## config.mk

```make
export PLATFORM = sky130hd
export DESIGN_NAME = hamming_decoding_4bit_flat
export DESIGN_NICKNAME = d
export VERILOG_FILES = /design/src/rtl/hamming74_pkg.sv /design/src/rtl/hamming_decoding_4bit_if.sv /design/src/rtl/hamming74_syndrome.sv /design/src/rtl/hamming_decoding_4bit.sv /design/src/flat_wrapper.sv
export SDC_FILE = /design/constraint.sdc
export NUM_CORES = 1
export LEC_CHECK = 0
export ABC_AREA = 1
export CORE_ASPECT_RATIO = 1.1
export CORE_MARGIN = 3
export CORE_UTILIZATION = 56
export DETAILED_ROUTE_END_ITERATION = 8
export DONT_BUFFER_PORTS = 1
export MAX_ROUTING_LAYER = met4
export PLACE_DENSITY = 0.75
export SLEW_MARGIN = 25
export SYNTH_ARGS = -nofsm -noshare
export SYNTH_HDL_FRONTEND = slang
export SYNTH_SLANG_ARGS = --single-unit
```

## constraint.sdc

```tcl
create_clock -name clk -period 1.4 [get_ports clk]
set_clock_uncertainty 0.1 [all_clocks]
set_input_delay 0.28 -clock clk [delete_from_list [all_inputs] [get_ports clk]]
set_output_delay 0.28 -clock clk [all_outputs]
set_load 0.02 [all_outputs]
```

## src/rtl/hamming74_pkg.sv

```systemverilog
// Shared constants for the Hamming(7,4) decoder: widths, FSM states and the
// syndrome values that identify each codeword bit position.
package hamming74_pkg;

    localparam int unsigned CW_WIDTH   = 7;
    localparam int unsigned DATA_WIDTH = 4;
    localparam int unsigned SYN_WIDTH  = 3;
    localparam int unsigned CNT_WIDTH  = 8;

    typedef enum logic [1:0] {
        StIdle,
        StRecv,
        StCheck,
        StDone
    } state_e;

    typedef logic [SYN_WIDTH-1:0] syn_t;

    localparam syn_t SynNone = 3'b000;
    localparam syn_t SynP0   = 3'b001;
    localparam syn_t SynP1   = 3'b010;
    localparam syn_t SynP2   = 3'b100;
    localparam syn_t SynD0   = 3'b011;
    localparam syn_t SynD1   = 3'b101;
    localparam syn_t SynD2   = 3'b111;
    localparam syn_t SynD3   = 3'b110;

endpackage

```

## src/rtl/hamming_decoding_4bit_if.sv

```systemverilog
// Serial-in / decoded-out bus of the Hamming(7,4) decoder.
interface hamming_decoding_4bit_if;
    import hamming74_pkg::*;

    logic                  start;
    logic                  din;
    logic                  ready;
    logic                  done;
    logic [DATA_WIDTH-1:0] dout;
    logic                  err;
    syn_t                  syndrome;
    logic [CNT_WIDTH-1:0]  err_count;

    modport master (
        output start, din,
        input  ready, done, dout, err, syndrome, err_count
    );

    modport slave (
        input  start, din,
        output ready, done, dout, err, syndrome, err_count
    );

endinterface

```

## src/rtl/hamming74_syndrome.sv

```systemverilog
// Combinational Hamming(7,4) check: syndrome, single-bit corrected data and
// error flag for one 7-bit codeword {d3,d2,d1,d0,p2,p1,p0}.
module hamming74_syndrome
    import hamming74_pkg::*;
(
    input  logic [CW_WIDTH-1:0]   i_cw,
    output logic [DATA_WIDTH-1:0] o_data,
    output syn_t                  o_syndrome,
    output logic                  o_err
);

    logic [DATA_WIDTH-1:0] w_d;
    logic [2:0]            w_p;
    syn_t                  w_syn;

    assign w_d = i_cw[CW_WIDTH-1:3];
    assign w_p = i_cw[2:0];

    assign w_syn[0] = w_p[0] ^ w_d[0] ^ w_d[1] ^ w_d[2];
    assign w_syn[1] = w_p[1] ^ w_d[0] ^ w_d[2] ^ w_d[3];
    assign w_syn[2] = w_p[2] ^ w_d[1] ^ w_d[2] ^ w_d[3];

    // Parity-bit syndromes leave the data untouched; only data-bit syndromes flip.
    always_comb begin
        o_data = w_d;
        case (w_syn)
            SynD0:   o_data[0] = ~w_d[0];
            SynD1:   o_data[1] = ~w_d[1];
            SynD2:   o_data[2] = ~w_d[2];
            SynD3:   o_data[3] = ~w_d[3];
            default: o_data = w_d;
        endcase
    end

    assign o_syndrome = w_syn;
    assign o_err      = |w_syn;

endmodule

```

## src/rtl/hamming_decoding_4bit.sv

```systemverilog
// Serial Hamming(7,4) decoder: receives cw[0]..cw[6] after start, corrects a
// single-bit error, then pulses done with the held result.
module hamming_decoding_4bit
    import hamming74_pkg::*;
(
    input  logic                    clk,
    input  logic                    rst,
    hamming_decoding_4bit_if.slave  bus
);

    state_e                r_state;
    state_e                w_state_next;
    logic [2:0]            r_cnt;
    logic [CW_WIDTH-1:0]   r_cw;
    logic [DATA_WIDTH-1:0] r_dout;
    logic                  r_err;
    syn_t                  r_syn;
    logic [CNT_WIDTH-1:0]  r_err_count;

    logic [DATA_WIDTH-1:0] w_data;
    syn_t                  w_syn;
    logic                  w_err;

    hamming74_syndrome u_syndrome (
        .i_cw       (r_cw),
        .o_data     (w_data),
        .o_syndrome (w_syn),
        .o_err      (w_err)
    );

    always_ff @(posedge clk) begin
        if (!rst) begin
            r_state <= StIdle;
        end else begin
            r_state <= w_state_next;
        end
    end

    always_comb begin
        w_state_next = r_state;
        case (r_state)
            StIdle:  if (bus.start) w_state_next = StRecv;
            StRecv:  if (r_cnt == 3'd6) w_state_next = StCheck;
            StCheck: w_state_next = StDone;
            StDone:  w_state_next = StIdle;
            default: w_state_next = StIdle;
        endcase
    end

    always_ff @(posedge clk) begin
        if (!rst) begin
            r_cnt       <= 3'd0;
            r_cw        <= '0;
            r_dout      <= '0;
            r_err       <= 1'b0;
            r_syn       <= SynNone;
            r_err_count <= '0;
        end else begin
            if (r_state == StRecv) begin
                r_cw[r_cnt] <= bus.din;
                r_cnt       <= (r_cnt == 3'd6) ? 3'd0 : r_cnt + 3'd1;
            end
            if (r_state == StCheck) begin
                r_dout <= w_data;
                r_err  <= w_err;
                r_syn  <= w_syn;
                // Saturate rather than wrap so a noisy link never reads as clean.
                if (w_err && (r_err_count != '1)) begin
                    r_err_count <= r_err_count + 8'd1;
                end
            end
        end
    end

    assign bus.ready     = (r_state == StIdle);
    assign bus.done      = (r_state == StDone);
    assign bus.dout      = r_dout;
    assign bus.err       = r_err;
    assign bus.syndrome  = r_syn;
    assign bus.err_count = r_err_count;

endmodule

```

## src/flat_wrapper.sv

```systemverilog
// flat-port wrapper written by rule: the top's interface ports become plain ports
module hamming_decoding_4bit_flat import hamming74_pkg::*;
  (clk, rst, bus_start, bus_din, bus_ready, bus_done, bus_dout, bus_err, bus_syndrome, bus_err_count);
  hamming_decoding_4bit_if bus_i ();
  input  logic clk;
  input  logic rst;
  input wire logic [$bits(bus_i.start)-1:0] bus_start;
  input wire logic [$bits(bus_i.din)-1:0] bus_din;
  output wire logic [$bits(bus_i.ready)-1:0] bus_ready;
  output wire logic [$bits(bus_i.done)-1:0] bus_done;
  output wire logic [$bits(bus_i.dout)-1:0] bus_dout;
  output wire logic [$bits(bus_i.err)-1:0] bus_err;
  output wire logic [$bits(bus_i.syndrome)-1:0] bus_syndrome;
  output wire logic [$bits(bus_i.err_count)-1:0] bus_err_count;
  assign bus_i.start = bus_start;
  assign bus_i.din = bus_din;
  assign bus_ready = bus_i.ready;
  assign bus_done = bus_i.done;
  assign bus_dout = bus_i.dout;
  assign bus_err = bus_i.err;
  assign bus_syndrome = bus_i.syndrome;
  assign bus_err_count = bus_i.err_count;
  hamming_decoding_4bit u_core (.clk(clk), .rst(rst), .bus(bus_i));
endmodule
```

==> After elaboration in Yosys (flattened, before gate mapping) <==
Index checks and enable logic that the tools add are counted.
{ "word_totals": {"inputBits": 4, "out_inout_bits": 18, "register_bits": 28, "wordCells": 52} }
{ "op_classes": {"n_bitwise": 13, "reduce_logical": 6, "magnitude_cmp": 2, "mux": 11, "n_eq_ne": 11, "add_sub_neg": 2} }
{ "ops": {"columns": ["operator", "count"], "rows": [
  ["3-bit equality test, second input constant", 4],
  ["1-bit XOR", 9],
  ["8-bit by 1-bit adder with 8-bit output, second input constant", 1],
  ["8-bit inequality test, second input constant", 1],
  ["2-bit one-hot mux with 4 select lines", 1],
  ["7-bit bitwise mux", 1],
  ["1-bit two-way mux", 5],
  ["2-bit equality test, second input constant", 2],
  ["3-bit by 4-bit < comparator with 1-bit output, second input constant", 1],
  ["2-bit two-way mux", 2],
  ["2-bit inequality test, second input constant", 2],
  ["1-bit NOT", 4],
  ["2-bit AND reduction", 2],
  ["3-bit by 1-bit adder with 3-bit output, second input constant", 1],
  ["1-bit demux with 3-bit select", 1],
  ["3-bit by 2-bit equality test with 1-bit output, second input constant", 1],
  ["3-bit by 1-bit greater-or-equal comparator with 1-bit output, second input constant", 1],
  ["3-bit two-way mux", 1],
  ["3-bit OR reduction", 1],
  ["2-bit by 1-bit equality test with 1-bit output, second input constant", 1],
  ["1-bit logical AND", 2],
  ["2-bit zero test", 1]
]} }

==> Depth between registers and ports, before layout <==
Gate-level depths: netlist of run 1.
{ "logic_depth": {"ltp_word": 6, "mapped_depth": 13, "ltp_nobuf": 12} }

==> Hierarchy <==
From an unflattened synthesis of run 1, not the netlist that was laid out.
{ "unflattened": {"hier_cells": 242, "hier_area_um2": 1575.3} }
{ "modules_own_cells": {"columns": ["module", "seq_area_each_um2", "area_per_inst_um2", "instances", "cells_per_inst"], "rows": [
  ["hamming_decoding_4bit", 560.5, 1285.0, 1, 174],
  ["hamming74_syndrome", 0.0, 290.3, 1, 68]
]} }

==> Worst setup path after synthesis of run 1 <==
OpenSTA, ideal clock, no wires.
{ "synth_timing": {"kind": "register -> register", "startpoint": "register u_core.r_err_count[1] (netlist: u_core.bus.err_count[1])", "endpoint": "register u_core.r_err_count[0] (netlist: u_core.bus.err_count[0])", "synth_period_minus_slack_ns": 1.647, "path_buffers": 0, "required_ns": 1.187, "t_arrival_ns": 1.434, "setup_ns": 0.113, "slack_ns": -0.247, "stages_incl_launch_ff": 9, "cell_sequence": "dfxtp_1 > ha_1 > nand3_1 > nor2_1 > nand3_2 > nand3_4 > nand2_1 > nand2_1 > nor2_1"} }
{ "synth_via": {"elab_chain_cells": 3} }
{ "synth_lines": {"columns": ["item", "line_no", "source"], "rows": [
  ["from (decl)", "hamming_decoding_4bit.sv:18", "logic [CNT_WIDTH-1:0] r_err_count;"],
  ["from (signal assigned)", "hamming_decoding_4bit.sv:69", "r_err_count <= r_err_count + 8'd1;"],
  ["8-bit inequality test", "hamming_decoding_4bit.sv:68", "if (w_err && (r_err_count != '1)) begin"],
  ["1-bit logical AND", "hamming_decoding_4bit.sv:68", null],
  ["2-bit AND reduction (no source line)", null, null]
]} }
No other way between the ends.
A chain may end at the register's enable or synchronous reset.

==> Worst setup path in the final report of run 1 <==
{ "layout_timing": {"startpoint": "register u_core.r_cw[5]", "endpoint": "register u_core.r_err_count[5] (netlist: u_core.bus.err_count[5])"} }
{ "layout_via": {"elab_chain_cells": 5, "elab_cells_between_ends": 8, "cone_classes": "5 x bitwise; 3 x reduce/logical"} }
{ "layout_lines": {"columns": ["item", "line_no", "source"], "rows": [
  ["from (decl)", "hamming_decoding_4bit.sv:14", "logic [CW_WIDTH-1:0] r_cw;"],
  ["from (signal, indexed assignment)", "hamming_decoding_4bit.sv:60", "r_cw[r_cnt] <= bus.din;"],
  ["1-bit XOR (on tied branches) (2 in a row)", "hamming74_syndrome.sv:20, hamming74_syndrome.sv:21", null],
  ["3-bit OR reduction *", "hamming74_syndrome.sv:36", "assign o_err = |w_syn;"],
  ["1-bit logical AND *", "hamming_decoding_4bit.sv:68", null],
  ["2-bit AND reduction (no source line) *", null, null]
]} }
Mark *: on every way between the ends. The rest lies on a longest branch, timed or not.

==> results of run 1 <==
## final cells by class
cell class                 count  area [um^2]  area share, %
sequential                    28        589.3          26.39
clock buffer                   3        22.52          1.008
inverter                      33        133.9          5.994
multi-input combinational    163         1051          47.06
timing repair buffer          41        367.9          16.47
tap                           31        38.79          1.737
clock inverter                 1        30.03          1.345
## kinds of logic (layout without fill, tap and decap cells)
kind of cell	count (synthesis)	in the layout
compound gates	39	39
buf+inv	39	78
xor+xnor	6	6
flops	28	28
simple gates	110	112
fa+ha+maj	6	6
## what timing repair did
action,in CTS,in global routing
buffers inserted,3,7
setup endpoints to repair,25,26
pin swaps,4,17
resized for setup,31,40
endpoints found under the hold margin,12,9
hold buffers,1,2
gates cloned,2,1
## state kept, by name (all words and copies together) (netlist names)
| name | count |
|---|---|
| u_core.bus.dout | 4 |
| u_core.bus.err_count | 8 |
| u_core.bus.err | 1 |
| u_core.r_state | 2 |
| u_core.r_cw | 7 |
| u_core.r_cnt | 3 |
| u_core.bus.syndrome | 3 |
## stage by stage
stage | area, um^2 | instances | util, %
2_1_floorplan | 1623 | 228 | -
3_5_place_dp | 1847 | 280 | 71.27
3_3_place_gp | 1847 | 280 | 71.27
5_1_grt | 2233 | 300 | 86.19
4_1_cts | 2041 | 290 | 78.75
6_report | 2233 | 300 | 86.19
## worst register-to-register path, stage by stage, from the launching register on
cell	delay (ns)
dfxtp_4	0.39
buf_6	0.13
xnor2_2	0.12
nand2_2	0.08
nand2_4	0.08
nor2_4	0.16
nand2_4	0.10
nand3_4	0.12
nand2_1	0.09
a21oi_2	0.16
## routing by layer
layer  up-vias  GRT usage, %  part of all wire [%]
li1        824             -                     -
met1       818         27.87                    42
met2        57         43.23                    53
met3         7         3.512                   4.1
met4         0         10.17                   1.2
met5         -             -                     0
## synthesized netlist by cell type (3+ instances only)
master	instances	area, um^2
a21oi_1	20	100.1
clkbuf_1	5	18.77
dfxtp_1	28	560.5
ha_1	6	75.07
inv_1	31	116.4
nand2_1	55	206.5
nand2_2	6	37.54
nand2_4	3	33.78
nand3_1	11	55.05
nand3_2	4	40.04
nand4_1	9	56.30
nor2_1	18	67.56
o21ai_0	14	70.07
xnor2_1	3	26.28
xor2_1	3	26.28
## worst paths after layout
kind | start | end | cells after the start
setup reg to reg | u_core.r_cw[5] | u_core.bus.err_count[5] | 9
hold reg to reg | u_core.r_cw[1] | u_core.r_cw[1] | 2
setup / recovery | u_core.r_cw[5] | u_core.bus.err_count[5] | 9
hold / removal | bus_din | u_core.r_cw[2] | 2
## layout by cell type (no fill, tap or decap), drive strengths merged, types with 4 or more instances in the layout
| cell type | count |
|---|---|
| ha | 6 |
| nand4 | 9 |
| a21oi | 22 |
| nor2 | 19 |
| nand3 | 17 |
| inv | 32 |
| buf | 37 |
| nand2 | 65 |
| dfxtp | 28 |
| o21ai | 14 |
| clkbuf | 4 |
## power by group through the flow
stage	combinational (mW)	clock, mW	sequential [mW]
final	1.57	0.537	1.10
after global routing	1.67	0.563	1.11
after detailed placement	0.903	0	1.06
after CTS	1.09	0.547	1.08
after global placement	0.864	0	1.06
after floorplan	0.601	0	1.05
==> results.yml, run 1 <==
drt:
  drc_errors: 0
  vias_per_cell: 5.687
  wl_per_cell_um: 16.22
  routed_wl_um: 4865
  ant_nets: 0
  firstDrtPassIters: 4
  first_iter_violations: 90
  dr_total_vias: 1706
sta:
  rsz0062_at_grt: "yes"
  setup_slack_ns: -0.1914
  timing.final.crit_share_pct: 113.7
  finalSetupTns_ns: -1.160
  finalMaxSlewViolations: 0
  period_needed_ns: 1.591
  slew_headroom_pct: 68.73
  holdWs_ns: -0.001847
  final_hold_viol_count: 1
  setup_viol: 15
  worstMarginPinSlew_ns: 0.4675
  fmax_mhz: 628.4
power_and_ir_drop:
  total_power_mw: 3.201
  vdd_drop_max_mv: 1.508
  p_switching_mw: 1.269
  p_seq_share_pct: 34.3
  p_per_area_mw_per_mm2: 1433
  internal-power_mw: 1.932
  combPwrFrac_pct: 49.0
  swShare_pct: 39.64
  leakagePower_nw: 0.9335
  clockPowerShare_pct: 16.8
synthesis:
  synth_area_mm2: 0.001584
  ys.flop_type: "dfxtp_1"
  synthMuxAreaShare_pct: 0
  synthCells: 228
  ys_types: 25
  synthXorXnorAreaFrac_pct: 3.318
  synth_area_per_cell_um2: 6.947
  async_reset_ff_share_pct: 0
  yosysSeqAreaShare_pct: 35.39
  synth-edff-count: 0
  synthSimpleGateAreaFrac_pct: 33.81
  synthAdderAreaFrac_pct: 4.739
  synth.net_count: 238
  synth_seq_cells: 28
  synth_top_family_by_area: "simple AND/OR/NAND/NOR gates"
  synth_compound_area_share_pct: 13.19
  ys_warn_count: 0
clock_tree:
  insertion_delay_ns: 0.33
  clk_pin_slew_ns: 0.16
  clk_path_buf_depth: 2
  cts_tree: "yes"
  cts-root-buf: "clkbuf_4"
  cts_sinks: 28
  h-tree-depth: 1
  numCtsBuffers: 3
final_layout:
  diodes: 0
  nNetsFinal: 280
  fillers: 144
  syn2layout_area_growth_pct: 41.00
  drive_gt1_share_pct: 43.12
critical_path:
  cp_top_family: "simple AND/OR/NAND/NOR gates"
  crit_buf_inv: 1
  r2r_slack_ns: -0.19
  crit_path_end_kind: "flop"
  worstPathRequired_ns: 1.56
  cp-start-kind: "flop"
  critical_path_arrival_ns: 1.75
  path_class: "flop to flop"
  cp_slowest_cell: "dfxtp_4"
  slowest_delay_ns: 0.39
  cp_cell_sequence: "buf_6 -> xnor2_2 -> nand2_2 -> nand2_4 -> nor2_4 -> nand2_4 -> nand3_4 -> nand2_1 -> a21oi_2"
  path_common_cell: "nand2_4"
  crit_fanout: 5
status:
  violations: "hold timing, setup timing"
  status: "complete, but fails checks"
grt:
  first_global_vias: 1509
  grt_pass1_wl_um: 6527
  grt_max_degree: 24
  grt.overflow.total: 0
  grt.total_usage_pct: 24.33
  antenna_found_initial: 0
floorplan:
  io_pins: 22
  die_w_um: 56.71
  die_area_mm2: 0.003504
  start_util_pct: 61.13
  fp-row-count: 19
  die_h_um: 61.78
  core-area_mm2: 0.002591
flow_run:
  maxCapViolCount: 0
placement:
  portBuffers: 0
  hpwlAfterDp_um: 2677
  pre_cts_slack_ns: -0.1675
  gp_congestion: 0.9606
worst_hold_path:
  hold_class: "primary input to flop"
Power figures use the tool's default switching activity.
==> inputs of run 2 (changes only) <==
CELL_PAD_IN_SITES_DETAIL_PLACEMENT = 1   (was not set)
CELL_PAD_IN_SITES_GLOBAL_PLACEMENT = 2   (was not set)
CORE_UTILIZATION = 31   (was 56)
clock period = 1.32 ns   (was 1.4 ns; I/O delays follow)
==> results.yml, run 2 (synthesis gave the netlist of run 1 again) <==
clock_tree:
  h-tree-depth: 1
  clk_pin_slew_ns: 0.10
  cts-root-buf: "clkbuf_8"
  cts_sinks: 28
  numCtsBuffers: 3
  cts_tree: "yes"
  insertion_delay_ns: 0.27
  clk_path_buf_depth: 2
final_layout:
  diodes: 0
  nNetsFinal: 280
  most-common-layout-cells: "nand2_1 (45), buf_4 (37), inv_1 (23), nor2_1 (13), a21oi_1 (13)"
  final_common_cell: "nand2_1"
  drive_gt1_share_pct: 45.35
  final_util_pct: 47.46
  syn2layout_area_growth_pct: 43.29
  fin_area_mm2: 0.002270
  largest_reg_flops: 8
sta:
  setup_slack_ns: -0.2330
  slew_headroom_pct: 82.42
  rsz0062_at_grt: "yes"
  final_hold_viol_count: 1
  timing.final.crit_share_pct: 117.7
  worstMarginPinSlew_ns: 0.2634
  setup_viol: 23
  finalMaxSlewViolations: 0
  fmax_mhz: 643.9
  period_needed_ns: 1.553
  holdWs_ns: -0.002643
critical_path:
  critical_path_arrival_ns: 1.66
  r2r-end: "u_core.bus.err_count[5]"
  cp-start-kind: "flop"
  path_class: "flop to flop"
  crit_path_end_kind: "flop"
  r2r_slack_ns: -0.23
  rr_worst_depth: 10
  crit_fanout: 7
  worstPathRequired_ns: 1.43
  crit_start: "u_core.r_cw[5]"
  regToRegStartpoint: "u_core.r_cw[5]"
  endpoint: "u_core.bus.err_count[5]"
floorplan:
  fp-row-count: 26
  die_w_um: 74.16
  io_pins: 22
  die_h_um: 80.97
  start_util_pct: 33.12
  core-area_mm2: 0.004782
  die_area_mm2: 0.006004
status:
  violations: "hold timing, setup timing"
  status: "complete, but fails checks"
drt:
  firstDrtPassIters: 5
  drc_errors: 0
  dr_total_vias: 1657
  routed_wl_um: 4813
  vias_per_cell: 5.098
  ant_nets: 0
  first_iter_violations: 54
  wl_per_cell_um: 14.81
grt:
  first_global_vias: 1731
  grt.overflow.total: 0
  grt_pass1_wl_um: 8086
  grt.total_usage_pct: 17.49
  grt_max_degree: 17
  antenna_found_initial: 0
power_and_ir_drop:
  leakagePower_nw: 0.9338
  total_power_mw: 3.107
  vdd_drop_max_mv: 0.9680
  p_per_area_mw_per_mm2: 1369
flow_run:
  maxCapViolCount: 0
placement:
  gp_congestion: 0.8938
  portBuffers: 0
  hpwlAfterDp_um: 3448
  place_area_mm2: 0.001971
worst_hold_path:
  hold_class: "primary input to flop"
==> run 2: cell count changes in the layout (fill, tap and decap cells not counted), moves of 4 or more <==
cell and delta:
buf_4 +7, dfxtp_1 -4, buf_6 -4, a21oi_2 +5
nand2_4 +4, dfxtp_2 +4, a21oi_1 -5, inv_2 -4
==> run 2: worst min path at each step <==
| stage | from | end | slack (ns) | cells after the start |
|---|---|---|---|---|
| after CTS | rst | u_core.r_cw[3] | 0.01 | 2 |
| after global routing | rst | u_core.r_cw[2] | 0.001 | 2 |
| after detailed placement | rst | u_core.bus.err | 0.27 | 2 |
| final | rst | u_core.r_cw[2] | -0.003 | 2 |
| after floorplan | bus_din | u_core.r_cw[5] | 0.32 | 2 |
| after global placement | rst | u_core.bus.err | 0.27 | 2 |
==> run 2: cell type report <==
type,instances,area [um^2]
fill,595,2512
tap,56,70.07
timing repair buffer,41,330.3
inverter,33,138.9
multi-input combinational,163,1091
sequential,28,594.3
clock buffer,4,45.04
==> run 2: timing repair <==
item,4_1_cts,5_1_grt
gates resized for setup,29,33
buffers inserted,5,3
endpoints found under the setup margin,31,29
endpoints found under the hold margin,3,0
pin swaps,11,9
gates cloned,2,0
hold buffers,1,0
==> run 2: metal layers <==
metal,routed length (um),vias up,GRT usage [%]
li1,-,819,-
met1,2084,788,20.64
met2,2488,40,31.38
met3,187,10,2.599
met4,54,0,3.261
met5,0,-,-
==> run 2: report_power, final <==
part	internal [mW]	total, mW	switching [mW]
clock	0.217	0.493	0.276
sequential	0.964	1.16	0.196
combinational	0.689	1.46	0.766
==> run 2: through the flow <==
step,setup WS [ns],setup TNS [ns],std cells
floorplan,-0.06167,-0.4343,228
global placement,-0.2383,-2.757,310
detailed placement,-0.2809,-3.544,310
CTS,-0.1714,-2.305,322
global route,-0.3124,-5.606,325
finish,-0.2330,-3.220,325
==> run 2: critical path: stages, from the launching register on <==
cell     delay [ns]
dfxtp_4        0.44
inv_8          0.06
nand2_4        0.08
nand2_1        0.07
nand2_1        0.09
nand2_2        0.10
nor2_4         0.14
nand2_4        0.10
nand3_4        0.11
nand2_1        0.07
a21oi_1        0.12
